[src/rtl/sb_crc_engine.sv]
// Serial sideband CRC engine.
// Frames are start bit (0), DATA_BITS data bits MSB-first, then stop bit (1).
// In generate mode the engine appends the CRC as framed bits on parity.
// In check mode it folds the received CRC into the register and flags a
// non-zero residue.
module sb_crc_engine #(
  parameter int               CRC_W     = 16,
  parameter logic [CRC_W-1:0] POLY      = 16'h8005,
  parameter logic [CRC_W-1:0] INIT      = '1,
  parameter int               DATA_BITS = 8
) (
  input  logic sb_clk,
  input  logic rst,
  input  logic crc_en,
  input  logic mode,
  input  logic crc_active,
  input  logic trans_ser,
  output logic parity,
  output logic crc_done,
  output logic crc_err
);

  localparam int F     = DATA_BITS + 2;
  localparam int CNT_W = $clog2(F);
  localparam int NFR   = CRC_W / DATA_BITS;
  localparam int FRM_W = (NFR > 1) ? $clog2(NFR) : 1;

  localparam logic [CNT_W-1:0] CNT_LAST = CNT_W'(F - 1);
  localparam logic [FRM_W-1:0] FRM_LAST = FRM_W'(NFR - 1);

  typedef enum logic [2:0] {
    S_IDLE  = 3'd0,
    S_CALC  = 3'd1,
    S_EMIT  = 3'd2,
    S_RXCRC = 3'd3,
    S_DONE  = 3'd4
  } state_t;

  state_t           r_state;
  state_t           w_state_nxt;
  logic [CNT_W-1:0] r_cnt;
  logic [FRM_W-1:0] r_frm;
  logic [CRC_W-1:0] r_crc;
  logic             r_mode;
  logic             r_done;
  logic             r_err;

  logic             w_data_bit;
  logic             w_last_bit;
  logic             w_frm_last;
  logic             w_parity;

  // One MSB-first CRC step: feedback is the register MSB against the new bit.
  function automatic logic [CRC_W-1:0] crc_step(input logic [CRC_W-1:0] c,
                                                input logic             b);
    logic fb;
    fb = c[CRC_W-1] ^ b;
    return (c << 1) ^ (fb ? POLY : '0);
  endfunction

  assign w_data_bit = (r_cnt != '0) && (r_cnt != CNT_LAST);
  assign w_last_bit = (r_cnt == CNT_LAST);
  assign w_frm_last = (r_frm == FRM_LAST);

  // State register.
  always_ff @(posedge sb_clk or posedge rst) begin
    if (rst) begin
      r_state <= S_IDLE;
    end else begin
      r_state <= w_state_nxt;
    end
  end

  // Next-state logic; dropping crc_en always returns to IDLE.
  always_comb begin
    w_state_nxt = r_state;
    if (!crc_en) begin
      w_state_nxt = S_IDLE;
    end else begin
      case (r_state)
        S_IDLE:  w_state_nxt = S_CALC;
        S_CALC: begin
          if (w_last_bit && crc_active) begin
            w_state_nxt = r_mode ? S_RXCRC : S_EMIT;
          end
        end
        S_EMIT, S_RXCRC: begin
          if (w_last_bit && w_frm_last) begin
            w_state_nxt = S_DONE;
          end
        end
        S_DONE:  w_state_nxt = S_DONE;
        default: w_state_nxt = S_IDLE;
      endcase
    end
  end

  // Output logic: framed CRC bits only while emitting, from registered state.
  always_comb begin
    w_parity = 1'b0;
    if (r_state == S_EMIT) begin
      if (w_last_bit) begin
        w_parity = 1'b1;
      end else if (w_data_bit) begin
        w_parity = r_crc[CRC_W-1];
      end
    end
  end

  // Frame counter, CRC register, CRC-frame counter and latched mode.
  always_ff @(posedge sb_clk or posedge rst) begin
    if (rst) begin
      r_cnt  <= '0;
      r_frm  <= '0;
      r_crc  <= INIT;
      r_mode <= 1'b0;
    end else if (!crc_en) begin
      r_cnt <= '0;
      r_frm <= '0;
      r_crc <= INIT;
    end else begin
      r_cnt <= w_last_bit ? '0 : r_cnt + CNT_W'(1);
      case (r_state)
        S_IDLE: begin
          r_mode <= mode;
          r_crc  <= INIT;
          r_frm  <= '0;
        end
        S_CALC, S_RXCRC: begin
          if (w_data_bit) begin
            r_crc <= crc_step(r_crc, trans_ser);
          end
          if ((r_state == S_RXCRC) && w_last_bit) begin
            r_frm <= r_frm + FRM_W'(1);
          end
        end
        S_EMIT: begin
          if (w_data_bit) begin
            r_crc <= r_crc << 1;
          end
          if (w_last_bit) begin
            r_frm <= r_frm + FRM_W'(1);
          end
        end
        default: begin
          r_crc <= r_crc;
        end
      endcase
    end
  end

  // Done pulse on DONE entry; error flag captures the check residue.
  always_ff @(posedge sb_clk or posedge rst) begin
    if (rst) begin
      r_done <= 1'b0;
      r_err  <= 1'b0;
    end else begin
      r_done <= (w_state_nxt == S_DONE) && (r_state != S_DONE);
      if (!crc_en || (r_state == S_IDLE)) begin
        r_err <= 1'b0;
      end else if ((r_state == S_RXCRC) && (w_state_nxt == S_DONE)) begin
        r_err <= |r_crc;
      end
    end
  end

  assign parity   = w_parity;
  assign crc_done = r_done;
  assign crc_err  = r_err;

endmodule

[config.mk]
export PLATFORM = sky130hd
export DESIGN_NAME = sb_crc_engine
export DESIGN_NICKNAME = d
export VERILOG_FILES = /design/src/rtl/sb_crc_engine.sv
export SDC_FILE = /design/constraint.sdc
export NUM_CORES = 1
export LEC_CHECK = 0
export ABC_AREA = 1
export ABC_CLOCK_PERIOD_IN_PS = 1600
export CAP_MARGIN = 25
export CORE_UTILIZATION = 58
export DETAILED_ROUTE_END_ITERATION = 7
export GPL_TIMING_DRIVEN = 0
export PLACE_DENSITY_LB_ADDON = 0.2
export SLEW_MARGIN = 20
export SYNTH_ARGS = -nofsm -noshare
export SYNTH_HDL_FRONTEND = slang
export SYNTH_SLANG_ARGS = --single-unit
[constraint.sdc]
create_clock -name sb_clk -period 1.6 [get_ports sb_clk]
set_input_delay 0.16 -clock sb_clk [delete_from_list [all_inputs] [get_ports sb_clk]]
set_output_delay 0.16 -clock sb_clk [all_outputs]
set_load 0.02 [all_outputs]
==> impl_metrics.env <==
export IMPL_cellPowerDensity_nw_per_um2=756.2
export IMPL_crit_start_category="flip-flop"
export IMPL_startpoint_of_the_most_critical_register_to_register_path="r_cnt[1]$_DFF_PP0_"
export IMPL_worst_pin_slew_ps=549.5
export IMPL_worst_path_max_fanout=2
export IMPL_cts_buf_count=3
export IMPL_ys_warn_count=0
export IMPL_period_share_pct=104.6
export IMPL_clock_tree_htree_level_count=1
export IMPL_vdd_ir_drop_worst_mv=0.6407
export IMPL_timing_max_slew_rel_slack_pct=63.32
export IMPL_die_h_microns=54.10
export IMPL_port_buffers=8
export IMPL_timing_clock_skew_ps=9.718
export IMPL_hpwl_microns=2059
export IMPL_synth_main_ff_cell="dfstp_2"
export IMPL_worstSkewPairLatency_ps=330
export IMPL_regArea_sq_um=695.7
export IMPL_finalInstanceArea_sq_um=1872
export IMPL_antenna_found_initial=0
export IMPL_crit_path_end_kind="primary output"
export IMPL_placement_rows=18
export IMPL_routed_wire_length_per_instance_microns=13.96
export IMPL_grt_pass1_wl_microns=4947
export IMPL_failed_checks="setup timing"
export IMPL_ys_top_cells_by_area="dfstp_2, dfrtp_1, nor2_1"
export IMPL_timing_final_crit_period_ps=1674
export IMPL_multi_input_comb_area_sq_um=790.8
export IMPL_fraction_of_final_layout_cells_sized_beyond_drive_strength_1_pct=41.79
export IMPL_achievable_frequency_mhz=597.5
export IMPL_synth_cells_most_frequent="nor2_1, nand2_1, nand2_2"
export IMPL_status="complete, but fails checks"
export IMPL_core_area_sq_um=2522
export IMPL_layout_filler_cells=185
export IMPL_critical_path_cell_chain="inv_2 -> ha_4 -> nand2_4 -> nor2_4 -> inv_2 -> a21oi_2 -> buf_4"
export IMPL_worst_path_largest_cell_delay_ps=430
export IMPL_num_vias=1245
export IMPL_layout_nets=211
export IMPL_critical_path_arrival_ps=1510
export IMPL_hold_violations=0
export IMPL_drt_antenna_violating_nets=0
export IMPL_overflow=0
export IMPL_clk_path_buf_depth=2
export IMPL_setup_slack_ps=-73.57
export IMPL_dpl_instance_area_sq_um=1692
export IMPL_report_final_setup_viol=1
export IMPL_netlist_instances=181
export IMPL_syn_mean_instance_area_sq_um=8.696
export IMPL_grt_max_degree=28
export IMPL_post_drt_via_cell_ratio=5.390
export IMPL_initial_core_util_pct=62.40
export IMPL_synthDominantAreaCellType="dfstp_2"
export IMPL_cap_violations=0
export IMPL_synth_sequential_area_ratio_pct=44.20
export IMPL_diodes=0
export IMPL_synth_enable_flop_cells=0
export IMPL_worstSetupStartpoint="r_cnt[1]$_DFF_PP0_"
export IMPL_clk_transition_reported_paths_ps=140
export IMPL_cts_num_sinks=27
export IMPL_clock_root_buffer="clkbuf_4"
export IMPL_gr_usage_all_layers_pct=23.94
export IMPL_synth_ff_latch_count=27
export IMPL_syn_cell_area_sq_um=1574
export IMPL_globalplace_congestion=0.7878
export IMPL_die_width_microns=54.10
export IMPL_detail_route_iter0_violations=35
export IMPL_synth_most_common_cell="nor2_1"
export IMPL_yosys_area_top_type_share_pct=26.71
export IMPL_leakagePower_uw=0.0007965
export IMPL_hp_class="in2async"
export IMPL_cp_data_required_time_ps=1440
export IMPL_critPathSlowestCell="dfrtp_1"
export IMPL_drt_pre_antenna_iters=4
export IMPL_holdWs_ps=183.6
export IMPL_synth_nets=190
export IMPL_io_pin_count=9
export IMPL_first_global_vias=1125
export IMPL_layout_area_overhead_pct=18.92
export IMPL_grt_setup_unrepaired="true"
export IMPL_tritoncts_clock_tree="built"
export IMPL_detail_route_drc_violations=0
export IMPL_worst_path_most_repeated_cell="inv_2"
export IMPL_die_area_sq_um=2926
export IMPL_cts_hold_buffers_added=0
export IMPL_synth_async_sr_flop_share_pct=100.0
export IMPL_critPathKind="reg2out"
export IMPL_routed_wirelength_microns=3225
export IMPL_yosysUniqueCellTypes=29
export IMPL_final_max_slew_violation_count=0
## where the power goes
| group | internal (uW) | leakage (uW) | switching (uW) |
|---|---|---|---|
| Clock | 97.9 | 0.0000150 | 199 |
| Combinational | 139 | 0.000467 | 162 |
| Sequential | 763 | 0.000314 | 54.2 |
## placed cells by master, fill, tap and decap left out, drive strengths merged, types with 7 or more instances in the layout
cell	netlist	layout
dfstp	16	16
clkbuf	0	7
clkdlybuf4s50	0	7
nand2	50	50
o21ai	16	16
inv	15	15
nor2	39	39
dfrtp	11	11
buf	5	11
nand3	9	9
## logic make-up after synthesis
group                      after synthesis  share of synthesized area [%]
AOI/OAI and AO/OA                       23                          10.81
xor gates and xnor gates                 3                          1.670
adders and majority gates                3                          2.385
buffers and inverters                   20                          7.711
DFF                                     27                          44.20
and+or+nand+nor                        105                          33.23
## routing by layer
metal  track usage (%)  vias up  part of all wire (%)  wire length [microns]
met4             13.25        0                   2.4                     78
met1             31.05      597                    46                   1468
met5                 0        -                     0                      0
met2             38.68       34                    49                   1590
li1                  -      606                     -                      -
met3             2.542        8                   2.7                     88
## metrics by stage
stage | worst slack (ps) | cells | total power (uW) | util, % | setup TNS, ps
floorplan | 225.3 | 181 | 1007 | - | 0
global placement | -230.6 | 219 | 1056 | 67.06 | -230.6
detailed placement | -268.2 | 219 | 1068 | 67.06 | -268.2
CTS | -20.79 | 228 | 1386 | 70.44 | -20.79
global route | -140.0 | 231 | 1484 | 74.21 | -623.1
finish | -73.57 | 231 | 1416 | 74.21 | -73.57
## critical path, delay by kind of cell, from the launching register on
| kind | cells | cell delay [ps] |
|---|---|---|
| compound gates | 1 | 160 |
| flops | 1 | 430 |
| fa+ha+maj | 1 | 140 |
| buf+inv | 3 | 310 |
| simple gates | 2 | 160 |
## path summary, 6_finish.rpt
kind	endpoint	slack, ps	depth (start not counted)
max in group asynchronous	r_crc[8]$_DFFE_PP1P_	1030	2
worst max register to register	r_crc[9]$_DFFE_PP1P_	30	12
worst min register to register	r_crc[8]$_DFFE_PP1P_	490	2
worst min-delay path	crc_err$_DFFE_PP0P_	180	2
min in group sb_clk	r_mode$_DFFE_PP0P_	390	3
worst max-delay path	parity	-70	7
## state kept, by name, summed over array words and instances, names as in the netlist
name / count
r_cnt: 4
r_mode: 1
crc_err: 1
r_state: 3
r_frm: 1
r_crc: 16
crc_done: 1
## final cells by class
| class | count | share of cell area, % |
|---|---|---|
| timing repair buffer | 16 | 10.16 |
| buffer | 5 | 3.877 |
| clock buffer | 4 | 1.404 |
| inverter | 15 | 3.142 |
| sequential | 27 | 37.17 |
| tap | 30 | 2.005 |
| multi-input combinational | 134 | 42.25 |
## repair_timing
action	CTS	global route
buffers inserted	5	0
setup endpoints to repair	1	18
resized for setup	12	5
pin swaps	3	2
cloned	0	3
Note: power is estimated with default switching activity, not from simulation.
